### config.mk
export PLATFORM = sky130hd
export DESIGN_NAME = vec_issue_sequencer
export DESIGN_NICKNAME = d
export VERILOG_FILES = /design/src/rtl/vec_pkg.sv /design/src/rtl/vec_op_decode.sv /design/src/rtl/vec_issue_sequencer.sv
export SDC_FILE = /design/constraint.sdc
export NUM_CORES = 1
export LEC_CHECK = 0
export CAP_MARGIN = 40
export CORE_ASPECT_RATIO = 1.25
export CORE_MARGIN = 8
export CORE_UTILIZATION = 33
export CTS_CLUSTER_DIAMETER = 150
export DETAILED_ROUTE_END_ITERATION = 10
export GPL_ROUTABILITY_DRIVEN = 0
export HOLD_SLACK_MARGIN = 0.08
export SYNTH_ARGS = -nofsm -noshare
export SYNTH_HDL_FRONTEND = slang
export SYNTH_HIERARCHICAL = 1
export SYNTH_SLANG_ARGS = --single-unit
### constraint.sdc
create_clock -name clk -period 4.9 [get_ports clk]
set_input_delay 1.47 -clock clk [delete_from_list [all_inputs] [get_ports clk]]
set_output_delay 1.47 -clock clk [all_outputs]
set_load 0.05 [all_outputs]
### src/rtl/vec_pkg.sv
`default_nettype none
// ============================================================================
//  Package     : vec_pkg
//  Description : Shared definitions for the vector issue sequencer. Holds the
//                CFU opcode values, the ALU result-bus select encodings, the
//                sequencer FSM state type and the illegal-opcode response word.
//  Revision    : 1.0 - initial release
// ============================================================================
package vec_pkg;

  // CFU opcodes carried in function_id[9:5]
  localparam logic [4:0] OP_VSETVLI = 5'h17;
  localparam logic [4:0] OP_VLOAD   = 5'h07;
  localparam logic [4:0] OP_VADDI   = 5'h15;
  localparam logic [4:0] OP_VMUL    = 5'h04;
  localparam logic [4:0] OP_VACC    = 5'h0D;
  localparam logic [4:0] OP_VBACC   = 5'h1D;

  // Result-bus select driven to the datapath during a beat
  localparam logic [1:0] BUS_LOAD  = 2'b00;  // load data / plain accumulate
  localparam logic [1:0] BUS_VADDI = 2'b01;
  localparam logic [1:0] BUS_VMUL  = 2'b10;
  localparam logic [1:0] BUS_VBACC = 2'b11;

  typedef enum logic [1:0] {
    ST_IDLE  = 2'd0,
    ST_ISSUE = 2'd1,
    ST_RESP  = 2'd2
  } state_t;

  // Response word returned for an unrecognised opcode
  localparam logic [31:0] ILLEGAL_RSP = 32'hFFFF_FFFF;

endpackage
`default_nettype wire

### src/rtl/vec_op_decode.sv
`default_nettype none
// ============================================================================
//  Module      : vec_op_decode
//  Description : Combinational opcode classifier for the vector issue
//                sequencer.
//  Ports       : opcode       in  5  function_id[9:5]
//                is_multibeat out 1  op expands into ceil(vl/LANES) beats
//                is_reduction out 1  op accumulates red_data into the response
//                bus_sel      out 2  result-bus select for the op's beats
//                alu_op1_sel  out 1  1 = immediate operand, 0 = vreg operand
//                writes_reg   out 1  op strobes reg_load on each beat
//                legal        out 1  opcode is recognised
//  Revision    : 1.0 - initial release
// ============================================================================
module vec_op_decode
  import vec_pkg::*;
(
  input  logic [4:0] opcode,
  output logic       is_multibeat,
  output logic       is_reduction,
  output logic [1:0] bus_sel,
  output logic       alu_op1_sel,
  output logic       writes_reg,
  output logic       legal
);

  always_comb begin
    is_multibeat = 1'b0;
    is_reduction = 1'b0;
    bus_sel      = BUS_LOAD;
    alu_op1_sel  = 1'b0;
    writes_reg   = 1'b0;
    legal        = 1'b1;
    case (opcode)
      OP_VSETVLI: ;
      OP_VLOAD: begin
        writes_reg = 1'b1;
      end
      OP_VADDI: begin
        is_multibeat = 1'b1;
        bus_sel      = BUS_VADDI;
        alu_op1_sel  = 1'b1;
        writes_reg   = 1'b1;
      end
      OP_VMUL: begin
        is_multibeat = 1'b1;
        bus_sel      = BUS_VMUL;
        writes_reg   = 1'b1;
      end
      OP_VACC: begin
        is_multibeat = 1'b1;
        is_reduction = 1'b1;
      end
      OP_VBACC: begin
        is_multibeat = 1'b1;
        is_reduction = 1'b1;
        bus_sel      = BUS_VBACC;
      end
      default: legal = 1'b0;
    endcase
  end

endmodule
`default_nettype wire

### src/rtl/vec_issue_sequencer.sv
`default_nettype none
// ============================================================================
//  Module      : vec_issue_sequencer
//  Description : Sequential CFU vector decoder. Accepts one command at a time,
//                holds the vector length, expands vector ops into per-beat
//                regfile/ALU control, accumulates reductions and returns one
//                response per command.
//  Ports       : clk, reset (async, active-high)
//                cmd_valid/cmd_ready, cmd_payload_function_id/inputs_0/inputs_1
//                rsp_valid/rsp_ready, rsp_payload_outputs_0
//                reg_op0_sel/reg_op1_sel/reg_wb_sel  regfile selects
//                reg_load, elem_grp, lane_mask        per-beat regfile control
//                alu_imm, alu_op1_sel, bus_sel        per-beat ALU control
//                ld_data                              vload data
//                red_data                             per-beat reduction partial
//                vl                                   current vector length
//  Revision    : 1.0 - initial release
// ============================================================================
module vec_issue_sequencer
  import vec_pkg::*;
#(
  parameter  int DATA_W = 32,
  parameter  int LANES  = 4,
  parameter  int MAX_VL = 16,
  parameter  int IMM_W  = 8,
  localparam int GRP_W  = $clog2(MAX_VL / LANES),
  localparam int VL_W   = $clog2(MAX_VL) + 1
) (
  input  logic              clk,
  input  logic              reset,
  input  logic              cmd_valid,
  output logic              cmd_ready,
  input  logic [9:0]        cmd_payload_function_id,
  input  logic [DATA_W-1:0] cmd_payload_inputs_0,
  input  logic [DATA_W-1:0] cmd_payload_inputs_1,
  output logic              rsp_valid,
  input  logic              rsp_ready,
  output logic [DATA_W-1:0] rsp_payload_outputs_0,
  output logic [4:0]        reg_op0_sel,
  output logic [4:0]        reg_op1_sel,
  output logic [4:0]        reg_wb_sel,
  output logic              reg_load,
  output logic [GRP_W-1:0]  elem_grp,
  output logic [LANES-1:0]  lane_mask,
  output logic [IMM_W-1:0]  alu_imm,
  output logic              alu_op1_sel,
  output logic [1:0]        bus_sel,
  output logic [DATA_W-1:0] ld_data,
  input  logic [DATA_W-1:0] red_data,
  output logic [VL_W-1:0]   vl
);

  localparam int LG_LANES = $clog2(LANES);

  state_t             r_state;
  logic [VL_W-1:0]    r_vl;
  logic [DATA_W-1:0]  r_acc;
  logic [GRP_W-1:0]   r_last_grp;
  logic               r_is_red;

  logic [4:0]         w_opcode;
  logic               w_is_multibeat;
  logic               w_is_reduction;
  logic [1:0]         w_bus_sel;
  logic               w_alu_op1_sel;
  logic               w_writes_reg;
  logic               w_legal;
  logic [VL_W-1:0]    w_new_vl;
  logic [VL_W-1:0]    w_nbeats;
  logic [GRP_W-1:0]   w_last_grp;
  logic [LG_LANES-1:0] w_part;
  logic [LANES-1:0]   w_part_mask;
  logic [GRP_W-1:0]   w_next_grp;
  logic               w_unused_bits;

  assign w_opcode = cmd_payload_function_id[9:5];
  assign vl       = r_vl;

  vec_op_decode u_decode (
    .opcode       (w_opcode),
    .is_multibeat (w_is_multibeat),
    .is_reduction (w_is_reduction),
    .bus_sel      (w_bus_sel),
    .alu_op1_sel  (w_alu_op1_sel),
    .writes_reg   (w_writes_reg),
    .legal        (w_legal)
  );

  // vsetvli clamps the requested AVL to the hardware maximum
  assign w_new_vl = (cmd_payload_inputs_0 > DATA_W'(MAX_VL)) ? VL_W'(MAX_VL)
                                                            : cmd_payload_inputs_0[VL_W-1:0];

  // Beat count ceil(vl/LANES); only meaningful for vl != 0
  assign w_nbeats    = VL_W'((r_vl + VL_W'(LANES - 1)) >> LG_LANES);
  assign w_last_grp  = GRP_W'(w_nbeats - VL_W'(1));
  assign w_part      = r_vl[LG_LANES-1:0];
  assign w_part_mask = LANES'((32'd1 << w_part) - 32'd1);
  assign w_next_grp  = elem_grp + GRP_W'(1);

  // Upper rs2 bits carry no information for any opcode
  assign w_unused_bits = ^cmd_payload_inputs_1[DATA_W-1:IMM_W];

  // Lanes for a given group: the final group is partial when vl is not a
  // multiple of LANES
  function automatic logic [LANES-1:0] beat_mask(input logic [GRP_W-1:0] grp,
                                                 input logic [GRP_W-1:0] last,
                                                 input logic [LG_LANES-1:0] part,
                                                 input logic [LANES-1:0] part_mask);
    if (grp == last && part != '0) return part_mask;
    return '1;
  endfunction

  always_ff @(posedge clk or posedge reset) begin
    if (reset) begin
      r_state               <= ST_IDLE;
      r_vl                  <= '0;
      r_acc                 <= '0;
      r_last_grp            <= '0;
      r_is_red              <= 1'b0;
      cmd_ready             <= 1'b1;
      rsp_valid             <= 1'b0;
      rsp_payload_outputs_0 <= '0;
      reg_op0_sel           <= '0;
      reg_op1_sel           <= '0;
      reg_wb_sel            <= '0;
      reg_load              <= 1'b0;
      elem_grp              <= '0;
      lane_mask             <= '0;
      alu_imm               <= '0;
      alu_op1_sel           <= 1'b0;
      bus_sel               <= '0;
      ld_data               <= '0;
    end else begin
      case (r_state)
        ST_IDLE: begin
          if (cmd_valid) begin
            cmd_ready   <= 1'b0;
            reg_op0_sel <= cmd_payload_inputs_0[4:0];
            reg_op1_sel <= cmd_payload_inputs_1[4:0];
            reg_wb_sel  <= cmd_payload_function_id[4:0];
            r_acc       <= '0;
            r_is_red    <= w_is_reduction;
            if (!w_legal) begin
              rsp_payload_outputs_0 <= DATA_W'(ILLEGAL_RSP);
              rsp_valid             <= 1'b1;
              r_state               <= ST_RESP;
            end else if (w_opcode == OP_VSETVLI) begin
              r_vl                  <= w_new_vl;
              rsp_payload_outputs_0 <= DATA_W'(w_new_vl);
              rsp_valid             <= 1'b1;
              r_state               <= ST_RESP;
            end else if (w_opcode == OP_VLOAD || r_vl != '0) begin
              // Per-command ALU controls are latched here and held for every beat
              r_state     <= ST_ISSUE;
              reg_load    <= w_writes_reg;
              bus_sel     <= w_bus_sel;
              alu_op1_sel <= w_alu_op1_sel;
              alu_imm     <= cmd_payload_inputs_1[IMM_W-1:0];
              if (w_opcode == OP_VLOAD) begin
                // Single beat at the group named by rs2
                elem_grp   <= cmd_payload_inputs_1[GRP_W-1:0];
                r_last_grp <= cmd_payload_inputs_1[GRP_W-1:0];
                lane_mask  <= '1;
                ld_data    <= cmd_payload_inputs_0;
              end else begin
                elem_grp   <= '0;
                r_last_grp <= w_last_grp;
                lane_mask  <= beat_mask('0, w_last_grp, w_part, w_part_mask);
              end
            end else begin
              // Vector op with vl=0: nothing to issue, respond immediately
              rsp_payload_outputs_0 <= '0;
              rsp_valid             <= 1'b1;
              r_state               <= ST_RESP;
            end
          end
        end

        ST_ISSUE: begin
          if (r_is_red) r_acc <= r_acc + red_data;
          if (elem_grp == r_last_grp) begin
            // Include the final beat's partial sum in the response directly
            rsp_payload_outputs_0 <= r_is_red ? (r_acc + red_data) : '0;
            rsp_valid             <= 1'b1;
            r_state               <= ST_RESP;
            reg_load              <= 1'b0;
            elem_grp              <= '0;
            lane_mask             <= '0;
            alu_imm               <= '0;
            alu_op1_sel           <= 1'b0;
            bus_sel               <= '0;
            ld_data               <= '0;
          end else begin
            elem_grp  <= w_next_grp;
            lane_mask <= beat_mask(w_next_grp, r_last_grp, w_part, w_part_mask);
          end
        end

        ST_RESP: begin
          if (rsp_ready) begin
            rsp_valid             <= 1'b0;
            rsp_payload_outputs_0 <= '0;
            cmd_ready             <= 1'b1;
            r_state               <= ST_IDLE;
          end
        end

        default: begin
          r_state   <= ST_IDLE;
          cmd_ready <= 1'b1;
          rsp_valid <= 1'b0;
        end
      endcase
    end
  end

endmodule
`default_nettype wire

# Word level (Yosys, flattened, before mapping)
# Cells that the tools add are included.
classes:
  muxes: 93
  shifts: 1
  eq_ne: 19
  reduce_logical: 23
  magnitude_cmp: 1
  add_sub_neg: 5
  n_bitwise: 2
op_table:
  columns: ["op", "count"]
  rows:
  - ["32-bit 2-to-1 mux", 15]
  - ["32-bit case mux with 2 select lines", 2]
  - ["32-bit case mux with 3 select lines", 1]
  - ["4-bit 2-to-1 mux", 10]
  - ["8-bit 2-to-1 mux", 5]
  - ["2-bit 2-to-1 mux", 18]
  - ["32-bit adder", 1]
  - ["32-bit by 5-bit greater-than comparator with 1-bit output (second input constant)", 1]
  - ["1-bit 2-to-1 mux", 31]
  - ["2-bit inequality test (second input constant)", 8]
  - ["8-bit case mux with 2 select lines", 1]
  - ["5-bit == test (second input constant)", 3]
  - ["5-bit AND reduction", 3]
  - ["2-bit case mux with 3 select lines", 2]
  - ["5-bit by 3-bit == test with 1-bit output (second input constant)", 2]
  - ["3-bit AND reduction", 3]
  - ["2-bit case mux with 2 select lines", 2]
  - ["4-bit case mux with 2 select lines", 1]
  - ["4-bit AND reduction", 2]
  - ["7-bit AND reduction", 1]
  - ["1-bit case mux with 3 select lines", 2]
  - ["6-bit AND reduction", 1]
  - ["6-bit OR reduction", 1]
  - ["5-bit by 4-bit == test with 1-bit output (second input constant)", 1]
  - ["21 further kinds", 27]
word_totals:
  word_cells: 162
  in_bits: 110
  register_bits: 141
  out_inout_bits: 104

# Depth between registers and ports, before layout
logic_depth:
  ltp_word: 18
  mapped_depth: 14
  mapped_depth_nobuf: 12

# Cells and area by module
# Netlist, hierarchy kept.
modules_own_cells:
  columns: ["mod", "cells_each", "area_per_inst_um2", "seq_area_each_um2", "instances"]
  rows:
  - ["vec_issue_sequencer", 816, 7566.0, 3529.6, 1]
  - ["vec_op_decode", 20, 126.4, 0.0, 1]

# Least setup slack after synthesis
# OpenSTA, ideal clock, no wires.
synth_path:
  path_kind: "input-to-reg"
  startpoint: "in cmd_payload_function_id[5]"
  endpoint: "reg ld_data[28]"
  required_ns: 4.766
  setup_time_ns: 0.134
  n_path_buf: 4
  stages: 14
  path_slack_ns: 1.077
  arrival_time_ns: 3.689
  path_cell_list: "buf_6 -> or3_4 -> a21oi_2 -> o21a_1 -> clkbuf_1 -> o311a_1 -> nand3_1 -> o21ai_1 -> nand2_1 -> a21o_1 -> clkbuf_1 -> clkbuf_1 -> nand2_1 -> o21ai_0"
synth_between:
  elab_chain_len: 5
  word_cells_on_any_way: 14
  classes_between: "10 x eq/ne; 1 x mux; 3 x reduce/logical"
synth_lines:
  columns: ["item", "line_no", "text"]
  rows:
  - ["start, declared", "vec_issue_sequencer.sv:33", "input logic [9:0] cmd_payload_function_id,"]
  - ["5-bit == test (tied with other cells)", "vec_op_decode.sv:34", "case (opcode)"]
  - ["6-bit OR reduction (no line) (*)", null, null]
  - ["1-bit 2-to-1 mux (*)", "vec_op_decode.sv:34", null]
  - ["net w_legal", "vec_issue_sequencer.sv:67", "logic w_legal;"]
  - ["2-bit inequality test (no line) (*)", null, null]
  - ["7-bit AND reduction (no line) (*)", null, null]
  - ["end signal, assigned", "vec_issue_sequencer.sv:164", "ld_data <= cmd_payload_inputs_0;"]
  - ["end, declared", "vec_issue_sequencer.sv:48", "output logic [DATA_W-1:0] ld_data,"]
# The timed path passes the listed nets; every way through them passes the cells marked *.
# A chain may end at the register's enable or synchronous reset.

# Worst setup path in the final report
layout_path:
  startpoint: "in red_data[0]"
  endpoint: "reg r_acc[30]"
layout_between:
  elab_chain_len: 3
layout_lines:
  columns: ["item", "line_no", "text"]
  rows:
  - ["start, declared", "vec_issue_sequencer.sv:49", "input logic [DATA_W-1:0] red_data,"]
  - ["32-bit adder", "vec_issue_sequencer.sv:180", "if (r_is_red) r_acc <= r_acc + red_data;"]
  - ["32-bit 2-to-1 mux", "vec_issue_sequencer.sv:180", null]
  - ["32-bit case mux with 2 select lines", "vec_issue_sequencer.sv:134", "case (r_state)"]
  - ["end signal, assigned", "vec_issue_sequencer.sv:180", null]
  - ["end, declared", "vec_issue_sequencer.sv:57", "logic [DATA_W-1:0] r_acc;"]
# No other way between the ends. The select of a mux whose other input is x is not followed.

==> results.md <==
- Post-CTS resize count: 0
- Power Internal: 3.09 mW
- Vias in the first global route: 7016
- Area post-placement: 0.00991 mm²
- Met2 WL: 10900 µm
- Comb pwr share: 47.7%
- DRT antenna net count: 0
- DRC errors left: 0
- Gate Count Post-Synth: 834
- Clock skew: 0.0158 ns
- Status: completed
- Rows: 62
- Layout area overhead: 36.6%
- Fill cells: 2270
- Startpoint types: input port
- Port Buffers: 189
- Yosys warning count: 6
- Die H: 187 µm
- Fmax: 235 MHz
- Leakage: 4.62 nW
- First-pass GRT wire length: 38000 µm
- TNS Setup: 0 ns
- H-tree levels: 4
- Rel. slew slack: 49.3%
- Diodes inserted: 0
- Initial Util: 33.5%
- Min Tclk post-route: 4.25 ns
- WL met3: 1790 µm
- CTS tree: built
- Finished Cell Area: 0.0105 mm²
- Net Sw Power: 2.60 mW
- Max Used Layer: met4
- Post-CTS Setup Inserts: 0
- Die span in x: 152 µm
- Final-report max-slew violation count: 0
- Grt total ovfl: 0
- CTS Buffer Depth: 2
- Setup violators final: 0
- Cell area power density: 542 mW/mm²
- Via Count: 6668
- Total clock buffers created by CTS: 17
- Final hold vios: 0
- Final wirelength: 23000 µm
- Clock slew at reported path FFs: 0.07 ns
- Peak VDD IR: 0.288 mV
- Syn Area/Cell: 9.21 µm²
- Largest net degree at the start of global routing: 120
- Ports: 214
- Worst Tran Pin Value: 0.760 ns
- Sw Share: 45.8%
- Sink Count: 141
- Min-delay worst type: flop to flop
- Worst-path fanout max: 4
- Seq pwr share: 29.5%
- Core ar.: 0.0230 mm²
- Post-DP HPWL: 16900 µm
- WP data arrival: 4.57 ns
- Total GRT Usage: 16.4%
- Iter 0 DRT Violations: 309
- Max cap viols: 0
- R2R depth: 12
- Clk_lat worst skew: 0.43 ns
- Via-to-Cell Ratio: 5.08
- Fin crit share: 86.8%
- Worst Path Class, Setup: input port to flop
- DIE AREA: 0.0284 mm²
- CTS Hold Bufs: 0
- Initial antenna violation count: 0
- CP Capture Type: flop
- Ratio of cells with drive above 1 in the final layout: 8.69%
- Synth Cell Area: 0.00768 mm²
- Met1 wire length: 10000 µm
- Unrepaired setup endpoints after global routing: false
- Clock power share: 22.8%
- Required time worst endpoint: 5.22 ns
- Final Net Count: 1158
- Cells on Worst Hold Path: 2
- Clock root buffer: clkbuf_16
- Average routed wire per standard cell: 17.5 µm
- First drt pass iteration count: 4
- Syn nets: 981
power groups by stage:
stage               Combinational (mW)  Sequential, mW  Clock [mW]
floorplan                        0.665            2.78           0
global placement                  2.74            1.68           0
detailed placement                2.75            1.70           0
CTS                               2.76            1.68        1.33
global route                      2.90            1.73        1.39
finish                            2.71            1.68        1.30
registers in the layout (all words and copies together), names as in the netlist:
name,flops
reg_load,1
vl,5
bus_sel,2
ld_data,32
lane_mask,4
reg_op1_sel,5
r_is_red,1
r_state,2
elem_grp,2
alu_imm,8
rsp_payload_outputs_0,32
rsp_valid,1
r_last_grp,2
reg_wb_sel,5
r_acc,32
reg_op0_sel,5
alu_op1_sel,1
cmd_ready,1
path summary, 6_finish.rpt:
check	startpoint	endpoint	slack, ns
worst min register to register	ld_data[24]$_DFFE_PP0P_	ld_data[24]$_DFFE_PP0P_	0.48
worst max register to register	r_acc[0]$_DFFE_PP0P_	r_acc[30]$_DFFE_PP0P_	1.85
min in group asynchronous	reset	reg_op1_sel[1]$_DFFE_PP0P_	1.44
worst max-delay path	red_data[0]	r_acc[30]$_DFFE_PP0P_	0.65
worst min-delay path	ld_data[24]$_DFFE_PP0P_	ld_data[24]$_DFFE_PP0P_	0.48
max in group asynchronous	reset	r_acc[3]$_DFFE_PP0P_	2.37
placed cells by master, fill, tap and decap left out, drive strengths merged, types with 4 or more instances in the layout:
master and count:
nor3 8, clkdlybuf4s50 189, nor4 7, buf 15, nand4 7, a21o 10, dfrtp 140, o21ai 83
clkbuf 17, a21oi 70, o21bai 6, ha 36, nand3 18, nor3b 5, nor2 51, and3 7
a31oi 8, o21a 9, o31ai 7, nand2b 7, a22oi 4, nand2 160, xor2 13, inv 26
xnor2 21, nor2b 4, a22o 29, mux2 20
layout make-up:
| cell class | instances | area [µm²] | share of cell area, % |
|---|---|---|---|
| inverters | 16 | 63.8 | 0.608 |
| clock buffers | 17 | 425 | 4.05 |
| flip-flops and latches | 141 | 3530 | 33.6 |
| multi-input cells | 631 | 3920 | 37.3 |
| well taps | 288 | 360 | 3.43 |
| repair buffers | 204 | 2040 | 19.4 |
| clock inverters | 15 | 161 | 1.54 |
through the flow:
step	worst slack, ns	util [%]	power, mW	std cells	hold WS, ns
2_1_floorplan	1.09	-	3.45	834	0.453
3_3_place_gp	0.237	43.0	4.42	1278	0.459
3_5_place_dp	0.183	43.1	4.45	1280	0.469
4_1_cts	0.617	45.7	5.77	1312	0.486
5_1_grt	0.448	45.7	6.01	1312	0.512
6_report	0.646	45.7	5.69	1312	0.482
worst max-delay path, stage by stage:
cell and delay (ns):
clkdlybuf4s50_1 0.49, ha_1 0.19, inv_1 0.06, fa_1 0.40, inv_1 0.07, a21oi_1 0.07
o21ai_0 0.23, a21oi_1 0.19, o21a_1 0.28, o31a_1 0.37, o41ai_4 0.45, xnor2_1 0.12
o31ai_2 0.18
metal layers:
metal,vias up,global-route usage (%)
met3,15,6.59
li1,3316,-
met4,0,3.66
met5,-,0
met1,3178,19.8
met2,159,27.0
Power figures use the tool's default switching activity.
